[config.mk]
export PLATFORM = sky130hd
export DESIGN_NAME = arb_mux_n
export DESIGN_NICKNAME = d
export VERILOG_FILES = /design/src/rtl/arb_mux_pkg.sv /design/src/rtl/arb_mux_n_rr_arbiter.sv /design/src/rtl/arb_mux_n.sv
export SDC_FILE = /design/constraint.sdc
export NUM_CORES = 1
export LEC_CHECK = 0
export ABC_AREA = 0
export CORE_MARGIN = 3
export CORE_UTILIZATION = 33
export DETAILED_ROUTE_END_ITERATION = 16
export HOLD_SLACK_MARGIN = 0.06
export PLACE_DENSITY_LB_ADDON = 0.05
export SYNTH_ARGS = -nofsm -noshare
export SYNTH_HDL_FRONTEND = slang
export SYNTH_SLANG_ARGS = --single-unit
[constraint.sdc]
create_clock -name clk -period 1.7 [get_ports clk]
set_input_delay 0.34 -clock clk [delete_from_list [all_inputs] [get_ports clk]]
set_output_delay 0.34 -clock clk [all_outputs]
set_load 0.02 [all_outputs]
[src/rtl/arb_mux_pkg.sv]
// arb_mux_pkg: shared constants and helpers for the arbitrating multiplexer
package arb_mux_pkg;
  localparam int MAX_CHANNELS = 16;
  function automatic int chan_idx_width(input int n);
    return (n > 1) ? $clog2(n) : 1;
  endfunction
endpackage

[src/rtl/arb_mux_n_rr_arbiter.sv]
// rr_arbiter: combinational round-robin pick starting at ptr, optionally restricted to a locked channel
module rr_arbiter
  import arb_mux_pkg::*;
#(
  parameter int CHANNELS = 4,
  parameter int CW       = chan_idx_width(CHANNELS)
) (
  input  logic [CHANNELS-1:0] req_i,
  input  logic [CW-1:0]       ptr_i,
  input  logic                lock_en_i,
  input  logic [CW-1:0]       lock_idx_i,
  output logic                grant_valid_o,
  output logic [CW-1:0]       grant_idx_o
);
  logic [CHANNELS-1:0] elig;
  assign elig = lock_en_i ? req_i & (CHANNELS'(1) << lock_idx_i) : req_i;
  // scan offsets from farthest to nearest so the channel closest to ptr wins
  always_comb begin
    grant_valid_o = 1'b0;
    grant_idx_o   = '0;
    for (int i = CHANNELS - 1; i >= 0; i--) begin
      int k;
      k = int'(ptr_i) + i;
      k = (k >= CHANNELS) ? k - CHANNELS : k;
      if (elig[k]) begin
        grant_valid_o = 1'b1;
        grant_idx_o   = CW'(k);
      end
    end
  end
endmodule

[src/rtl/arb_mux_n.sv]
// arb_mux_n: N-channel registered mux with round-robin arbitration and optional packet lock
module arb_mux_n
  import arb_mux_pkg::*;
#(
  parameter int WIDTH       = 32,
  parameter int CHANNELS    = 4,
  parameter int PACKET_MODE = 0,
  localparam int CW         = chan_idx_width(CHANNELS)
) (
  input  logic                      clk,
  input  logic                      reset,
  input  logic [CHANNELS*WIDTH-1:0] in_data,
  input  logic [CHANNELS-1:0]       in_valid,
  input  logic [CHANNELS-1:0]       in_last,
  output logic [CHANNELS-1:0]       in_ready,
  output logic [WIDTH-1:0]          out_data,
  output logic                      out_last,
  output logic [CW-1:0]             out_chan,
  output logic                      out_valid,
  input  logic                      out_ready
);
  logic [CW-1:0]    ptr_q, ptr_d, lock_idx_q, lock_idx_d, chan_q, chan_d, grant_idx;
  logic             lock_en_q, lock_en_d, valid_q, valid_d, last_q, last_d;
  logic [WIDTH-1:0] data_q, data_d, sel_data;
  logic             grant_valid, load_en, take, sel_last;
  rr_arbiter #(.CHANNELS(CHANNELS), .CW(CW)) u_arb (
    .req_i        (in_valid),
    .ptr_i        (ptr_q),
    .lock_en_i    (lock_en_q),
    .lock_idx_i   (lock_idx_q),
    .grant_valid_o(grant_valid),
    .grant_idx_o  (grant_idx)
  );
  assign load_en  = !valid_q | out_ready;
  assign take     = load_en & grant_valid & !reset;
  assign sel_data = in_data[grant_idx*WIDTH +: WIDTH];
  assign sel_last = in_last[grant_idx];
  assign in_ready = take ? CHANNELS'(1) << grant_idx : '0;
  // next state: load on accept, drain on consumer accept, hold otherwise
  always_comb begin
    valid_d    = take | (valid_q & !out_ready);
    data_d     = take ? sel_data : data_q;
    last_d     = take ? sel_last : last_q;
    chan_d     = take ? grant_idx : chan_q;
    ptr_d      = !take ? ptr_q : (grant_idx == CW'(CHANNELS - 1)) ? '0 : grant_idx + 1'b1;
    lock_en_d  = (PACKET_MODE != 0 && take) ? !sel_last : lock_en_q;
    lock_idx_d = take ? grant_idx : lock_idx_q;
  end
  // output register, round-robin pointer and packet lock
  always_ff @(posedge clk or posedge reset) begin
    if (reset) begin
      valid_q    <= 1'b0;
      data_q     <= '0;
      last_q     <= 1'b0;
      chan_q     <= '0;
      ptr_q      <= '0;
      lock_en_q  <= 1'b0;
      lock_idx_q <= '0;
    end else begin
      valid_q    <= valid_d;
      data_q     <= data_d;
      last_q     <= last_d;
      chan_q     <= chan_d;
      ptr_q      <= ptr_d;
      lock_en_q  <= lock_en_d;
      lock_idx_q <= lock_idx_d;
    end
  end
  assign out_valid = valid_q;
  assign out_data  = data_q;
  assign out_last  = last_q;
  assign out_chan  = chan_q;
endmodule

# Word level (Yosys, flattened, before mapping)
# Index checks and enable logic that the tools add are counted.
# classes
n_eq_ne	1
n_reduce_logical	3
addsub	8
shifts	2
n_mux	28
bitwise_logic	5
magnitude_cmp	9
# op_table
op	n
$lt A32 B4 Y1 const B	4
$mux W32	4
$shiftx A128 B8 Y32	1
$ge A32 B4 Y1 const B	3
$sub A32 B4 Y32 const B	3
$mux W1	13
$bmux W1 S2	5
$mux W2	5
$add A2 B2 Y3 const B	2
$mux W4	1
$shl A1 B2 Y4 const A	1
$sub A2 B3 Y4 const B	1
$add A2 B1 Y3 const B	1
$and A1 B1 Y1	3
$ge A2 B3 Y1 const B	1
$logic_not A1 Y1	3
$lt A2 B3 Y1 const B	1
$add A2 B1 Y2 const B	1
$eq A2 B2 Y1 const B	1
$or A1 B1 Y1	2
# totals
ff_bits	38
output_inout_bits	40

# Longest topological paths before layout
# Gate-level depths: netlist (run 1).
# logic_depth
word_depth	13
mapped_depth	8

# Cells and area by module
# From an unflattened synthesis (run 1), not the netlist that was laid out.
# hier_totals
hier_cells	162
hier_area_um2	2573.7
# modules_own_cells
mod	area_per_inst_um2	cells_per_inst	n_inst	seq_area_each_um2
arb_mux_n	2421.1	138	1	950.9
rr_arbiter	152.6	24	1	0.0

# Least setup slack after synthesis (run 1)
# No wires, ideal clock.
# synth_path
path_type	register to output
from	register valid_q, in the netlist out_valid
to	output in_ready[2]
arrival_ns	1.655
setup_slack_ns	-0.295
stages_incl_launch_ff	6
t_required_ns	1.360
path_cell_list	dfrtp_1 nor2b_1 nor3_2 nand3_2 buf_2 a21oi_1
# synth_between
elab_chain_len	5
# synth_rtl
element	line_no	source
start: declaration	arb_mux_n.sv:23	logic lock_en_q, lock_en_d, valid_q, valid_d, last_q, last_d;
start signal: assignment	arb_mux_n.sv:60	valid_q <= valid_d;
$logic_not A1 Y1	arb_mux_n.sv:34	assign load_en = !valid_q | out_ready;
$or A1 B1 Y1	arb_mux_n.sv:34	
$and A1 B1 Y1 (2 in a row)	arb_mux_n.sv:35	assign take = load_en & grant_valid & !reset;
$mux W4	arb_mux_n.sv:38	assign in_ready = take ? CHANNELS'(1) << grant_idx : '0;
end: declaration	arb_mux_n.sv:15	output logic [CHANNELS-1:0] in_ready,
# Every way passes these cells.

# Worst setup path in the final report (run 1)
# layout_path
from	input in_valid[2]
to	output in_ready[0]
# layout_between
elab_chain_len	10
elab_cells_between_ends	24
classes_between	1 x shift; 21 x mux; 2 x bitwise
# layout_rtl
element	line_no	source
start: declaration	arb_mux_n.sv:13	input logic [CHANNELS-1:0] in_valid,
$bmux W1 S2	arb_mux_n_rr_arbiter.sv:25	if (elig[k]) begin
$mux W1 (not written as such) (2 in a row)	arb_mux_n_rr_arbiter.sv:25	
$mux W1 (4 in a row)	arb_mux_n_rr_arbiter.sv:25	
$and A1 B1 Y1 (2 in a row)	arb_mux_n.sv:35	
$mux W4 *	arb_mux_n.sv:38	
# Every way passes the cells marked *; elsewhere a longest branch is shown, timed or not. The select of a mux whose other input is x is not followed.

==> impl_metrics.csv, run 1 <==
group,metric,value,unit
run_status,outcome,"finished, violations left",
run_status,violations,"negative setup slack",
placement,dp_slack,-0.9803,ns
worst_setup_path,cp_slowest_cell,"a221o_1",
power,p_int,3298,uW
drt,firstDrtPassIters,4,
drt,ant_nets,0,
flow_run,drv_cap,0,
finish,multiInputGateArea,0.001787,sq mm
floorplanning,row_count,32,
worst_setup_path,cpPeakStageDelay,0.38,ns
finish,nets,598,
grt,gr-usage-all-layers,21.60,%
worst_setup_path,crit_fanout,5,
power,ir_worst_vdd,0.0005293,V
power,comb_power_share,62.2,%
synth,netlist_area,0.002655,sq mm
sta,max_freq,0.4935,GHz
worst_setup_path,r2r_end,"out_data[14]",
power,p_seq_share,26.0,%
drt,drc_errors,0,
clock_network,clock_sinks,38,
sta,worst_slack,-0.3264,ns
synth,yosysTopAreaCell,"dfrtp_1",
clock_network,clk_path_buf_depth,2,
grt,grt_pass1_vias,2981,
grt,use_met1,25.88,%
synth,yosysWarningCount,0,
synth,synthCells,264,
sta,hold_viol,0,
finish,area_growth,93.64,%
sta,grt_setup_unrepaired,"yes",
power,clock_power_share,11.8,%
floorplanning,dieArea,0.009158,sq mm
sta,worst_pin_slew,0.4671,ns
synth,syn_nets,403,
worst_setup_path,cp_common_cell,"buf_6",
clock_network,clock_latency,0.29,ns
clock_network,path_clk_slew,0.07,ns
worst_setup_path,required,1.36,ns
worst_setup_path,path_cells,"dlygate4sd2_1 -> nor2b_1 -> a221o_1 -> buf_6 -> a21boi_4 -> and2_4 -> buf_6",
grt,busiest_layer,"met2",
clock_network,cts_tree,"done",
grt,overflow,0,
synth,ys_types,39,
sta,holdWs,0.1080,ns
power,p_total,5495,uW
power,power.density,1069,mW/mm^2
floorplanning,start_util,34.18,%
drt,drt_iter0_drc,43,
synth,yosys_register_bits,38,
worst_setup_path,critPathBufInv,3,
drt,totalWireLength,10.06,mm
finish,seqCellArea,950.9,sq um
clock_network,htreeDepth,2,
grt,grt_use_met3,5.082,%
clock_network,cts_buffers,5,
placement,place.gp.congestion,0.8332,
drt,viasPerCell,5.146,
drt,wl_per_cell,17.91,um
synth,ys_seq_area_share,35.82,%
synth,postSynthAreaPerCell,10.06,sq um
worst_setup_path,worstSetupPathType,"in -> out",
finish,diodes,0,
worst_setup_path,critPathArrivalTime,1.69,ns
sta,finalSetupViolations,38,
finish,drive_gt1_share,24.13,%
worst_setup_path,critPathLaunchType,"primary input",
floorplanning,die_w,95.70,um
worst_setup_path,r2r-start,"ptr_q[1]",
finish,nFillCells,663,
synth,yosys-top-cells-area,"dfrtp_1 (36%), mux2i_1 (13%), a221oi_1 (9.6%), a211oi_1 (9.0%), nor2_1 (4.9%)",
power,leakage,0.002068,uW
grt,grt_max_degree,37,
floorplanning,io_pins,179,
finish,design_area,0.005141,sq mm
clock_network,hold_buffers,0,
sta,min_period,2.026,ns
synth,synth_top_cell_area_share,35.82,%
grt,grt_antenna_before_repair,0,
grt,grt_pass1_wl,15.24,mm
worst_setup_path,ff2ff_setup_slack,-0.24,ns
floorplanning,die_y,95.70,um
floorplanning,core_area,0.007767,sq mm
sta,finClkSkew,0.007508,ns
grt,grt.met2_usage,39.14,%
worst_hold_path,hp-class,"in -> async",
worst_setup_path,r2r_cells,7,
power,switching_share,39.99,%
clock_network,cts_root_buffer,"clkbuf_8",
placement,portBuffers,178,
placement,placed_cell_area,0.004626,sq mm
power,p_switching,2198,uW
sta,slew_violations,0,
worst_setup_path,crit_family,"buffers and inverters",
placement,place_hpwl,6.998,mm
drt,num_vias,2892,
sta,period_share,119.2,%
worst_setup_path,end_kind,"output pin",
sta,relSlewSlack,68.86,%
finish,post-route-util,66.19,%
## worst max-delay path by stage
stage / cells after the start / endpoint / start / slack, ns
2_1_floorplan: 7 / in_ready[0] / ptr_q[1] / -0.20
3_3_place_gp: 6 / in_ready[0] / in_valid[2] / -0.95
3_5_place_dp: 6 / in_ready[0] / in_valid[2] / -0.98
4_1_cts: 6 / in_ready[0] / ptr_q[1] / -0.35
5_1_grt: 5 / in_ready[0] / ptr_q[1] / -0.40
6_report: 7 / in_ready[0] / in_valid[2] / -0.33
## layout by cell type, fill, tap and decap left out, types with 3 or more instances in the layout
| cell type | count |
|---|---|
| a211oi_1 | 30 |
| a221oi_1 | 4 |
| a221oi_2 | 22 |
| a221oi_4 | 6 |
| and2_1 | 16 |
| and2_2 | 16 |
| buf_16 | 3 |
| buf_4 | 24 |
| buf_6 | 7 |
| clkbuf_8 | 6 |
| clkdlybuf4s50_1 | 167 |
| dfrtp_1 | 38 |
| dlygate4sd2_1 | 5 |
| inv_1 | 5 |
| mux2i_1 | 34 |
| nor2_1 | 34 |
## worst reg2reg max path, cell delays in order, from the launching register on
cell	delay (ns)
dfrtp_1	0.42
mux2i_1	0.25
nor2_2	0.08
or3_4	0.36
buf_8	0.16
buf_16	0.16
mux2i_1	0.27
a211oi_2	0.11
## layer usage
metal	share of wire (%)	wire length (um)
met1	39	3908
met2	53	5303
met3	7.5	750
met4	1.0	101
met5	0	0
## Yosys cell counts (all sizes together)
cell type	count
o21bai	2
a21boi	1
mux2i	34
o21a	1
o32a	1
xnor2	1
dlygate4sd1	1
a221o	1
nor3	1
nor2b	3
nor2	37
a221oi	32
a21oi	4
or3	1
clkbuf	7
a211oi	32
inv	6
nor4	2
o21ai	2
or2	1
dfrtp	38
o211ai	2
buf	16
nand2b	1
nand3	2
nand2	2
and2	33
## cells by family (layout without fill, tap and decap cells)
family          Yosys count  after routing  synth area share [%]
mux                      34             34                 12.82
simple gates             83             83                 17.30
buf+inv                  30            226                 9.237
flops                    38             38                 35.82
xor+xnor                  1              1                0.3299
compound gates           78             78                 24.51
## power by group through the flow
stage	Clock [uW]	Combinational [uW]	Sequential (uW)
after floorplan	0	1280	1850
after global placement	0	2970	1440
after detailed placement	0	3000	1450
after CTS	663	3220	1430
after global routing	714	3640	1480
final	648	3420	1430
## per-stage QoR
stage / TNS, ns / instances
detailed placement: -27.84 / 546
CTS: -9.329 / 559
floorplan: -2.841 / 264
global placement: -26.28 / 546
global route: -11.47 / 562
finish: -7.808 / 562
## sequential cells by signal, indices dropped and copies added (netlist names)
name	cells
out_valid	1
ptr_q	2
out_data	32
out_last	1
out_chan	2
## what timing repair did
action | 4_1_cts | 5_1_grt
setup endpoints to repair | 39 | 40
pin swaps | 11 | 14
gates resized for setup | 46 | 37
buffers inserted | 3 | 2
gates cloned | 2 | 1
## layout make-up
type	count	share of cell area (%)
Tap cell	102	2.482
Inverter	6	0.4381
Clock buffer	7	1.679
Multi-Input combinational cell	196	34.75
Sequential cell	38	18.50
Timing Repair Buffer	212	42.05
Clock inverter	1	0.09735
No activity file was read; power rests on OpenSTA's default activity.
==> run 2, diff against run 1 <==
Settings changed: CORE_UTILIZATION 33 to 40, DONT_BUFFER_PORTS set to 1, MAX_ROUTING_LAYER set to met4, TNS_END_PERCENT set to 20.
==> impl_metrics.csv, run 2 (same netlist as run 1, synthesis figures left out) <==
group,metric,value,unit
power,p_seq_share,42.6,%
sta,grt_setup_unrepaired,"yes",
floorplanning,die_y,87.47,um
clock_network,cts_tree,"done",
clock_network,clock_sinks,38,
drt,ant_nets,0,
power,p_int,2481,uW
sta,hold_viol,0,
drt,wl_per_cell,22.00,um
power,p_total,4498,uW
grt,grt_pass1_vias,2250,
floorplanning,row_count,29,
placement,place.gp.congestion,0.8046,
floorplanning,dieArea,0.007651,sq mm
run_status,outcome,"finished, violations left",
placement,placed_cell_area,0.002829,sq mm
power,switching_share,44.83,%
finish,area_growth,24.03,%
worst_setup_path,critPathLaunchType,"flip-flop",
power,p_switching,2016,uW
finish,largest_reg_flops,32,
sta,finClkSkew,0.004723,ns
placement,dp.cells,344,
power,comb_power_share,42.6,%
worst_setup_path,end_kind,"output pin",
sta,worst_pin_slew,0.5264,ns
finish,stdcell_count,359,
sta,max_freq,0.5019,GHz
worst_setup_path,crit_fanout,4,
clock_network,cts_root_buffer,"clkbuf_8",
finish,nets,420,
finish,multiInputGateArea,0.001782,sq mm
grt,grt_max_degree,39,
worst_setup_path,r2r_cells,7,
power,ir_worst_vdd,0.0005573,V
floorplanning,io_pins,179,
finish,diodes,0,
run_status,violations,"negative setup slack",
sta,worst_slack,-0.2923,ns
grt,overflow,0,
clock_network,clock_latency,0.29,ns
clock_network,clk_path_buf_depth,2,
floorplanning,core_area,0.006386,sq mm
worst_setup_path,required,1.36,ns
drt,drt_iter0_drc,84,
flow_run,drv_cap,0,
grt,grt_antenna_before_repair,0,
worst_setup_path,critPathArrivalTime,1.65,ns
grt,gr-usage-all-layers,20.55,%
finish,final_cell_mix,"dfrtp_1 (38), nor2_1 (34), mux2i_1 (33)",
drt,viasPerCell,6.226,
clock_network,path_clk_slew,0.07,ns
placement,portBuffers,0,
sta,min_period,1.992,ns
floorplanning,start_util,41.58,%
clock_network,htreeDepth,2,
power,power.density,1366,mW/mm^2
drt,firstDrtPassIters,4,
finish,seqCellArea,950.9,sq um
worst_setup_path,worstSetupPathType,"reg -> out",
grt,grt_pass1_wl,11.84,mm
finish,design_area,0.003293,sq mm
finish,drive_gt1_share,39.72,%
finish,mostFrequentLayoutCell,"dfrtp_1",
clock_network,cts_buffers,5,
floorplanning,die_w,87.47,um
sta,period_share,117.2,%
power,leakage,0.001321,uW
power,clock_power_share,14.8,%
sta,relSlewSlack,64.91,%
drt,totalWireLength,7.898,mm
finish,nFillCells,606,
drt,drc_errors,0,
sta,slew_violations,0,
worst_hold_path,hp-class,"in -> async",
drt,num_vias,2235,
placement,place_hpwl,5.482,mm
sta,finalSetupViolations,37,
run 2: changes by cell type in the layout (fill, tap and decap cells not counted), sizes merged:
cell | previous run | this run
clkbuf | 8 | 7
dlymetal6s2s | 2 | 0
clkdlybuf4s50 | 167 | 0
dlygate4sd2 | 5 | 0
buf | 37 | 34
run 2: worst paths after layout:
path	to	slack, ns	start
worst min register to register	ptr_q[0]	0.58	ptr_q[0]
worst min-delay path	out_data[26]	0.04	reset
worst max-delay path	in_ready[0]	-0.29	ptr_q[1]
min in group clk	out_valid	0.15	reset
worst max register to register	out_data[21]	-0.18	ptr_q[1]
max in group asynchronous	out_chan[0]	1.29	reset
run 2: layout make-up:
type                    instances  share of cell area (%)
repair buffers                 34                   10.64
clock inverters                 1                  0.1520
inverters                       6                  0.6839
multi-input cells             196                   54.10
well taps                      77                   2.926
flip-flops and latches         38                   28.88
clock buffers                   7                   2.622
run 2: layer usage:
layer,GRT usage (%),vias up,routed length [um]
met1,25.31,1087,3234
met4,4.603,0,65
met5,-,-,0
met2,34.45,115,3937
met3,4.447,5,660
li1,-,1028,-
run 2: worst max-delay path, stage by stage, from the launching register on:
cell	delay [ns]
dfrtp_1	0.40
nand2_2	0.07
buf_6	0.12
a221o_2	0.40
a21boi_4	0.17
and2_4	0.20
run 2: what timing repair did:
action	4_1_cts	5_1_grt
gates resized for setup	28	25
hold endpoints to repair	0	0
setup buffers	4	2
endpoints found under the setup margin	38	38
pin swaps	19	28
cloned	1	0
hold buffers	0	0
run 2: through the flow:
stage	setup slack (ns)	TNS, ns	util (%)	hold WS [ns]
floorplan	-0.2012	-3.565	-	0.4398
global placement	-0.2747	-7.059	44.30	0.3889
detailed placement	-0.3288	-8.062	44.30	0.3897
CTS	-0.3148	-7.606	49.04	0.06565
global route	-0.3820	-9.844	51.57	0.08049
finish	-0.2923	-5.402	51.57	0.04275
run 2: power by group through the flow:
| stage | combinational, uW | sequential (uW) | clock [uW] |
|---|---|---|---|
| after floorplan | 1280 | 1850 | 0 |
| after global routing | 2090 | 1970 | 720 |
| after detailed placement | 1540 | 1940 | 0 |
| after global placement | 1520 | 1940 | 0 |
| after CTS | 1780 | 1930 | 687 |
| final | 1920 | 1920 | 664 |
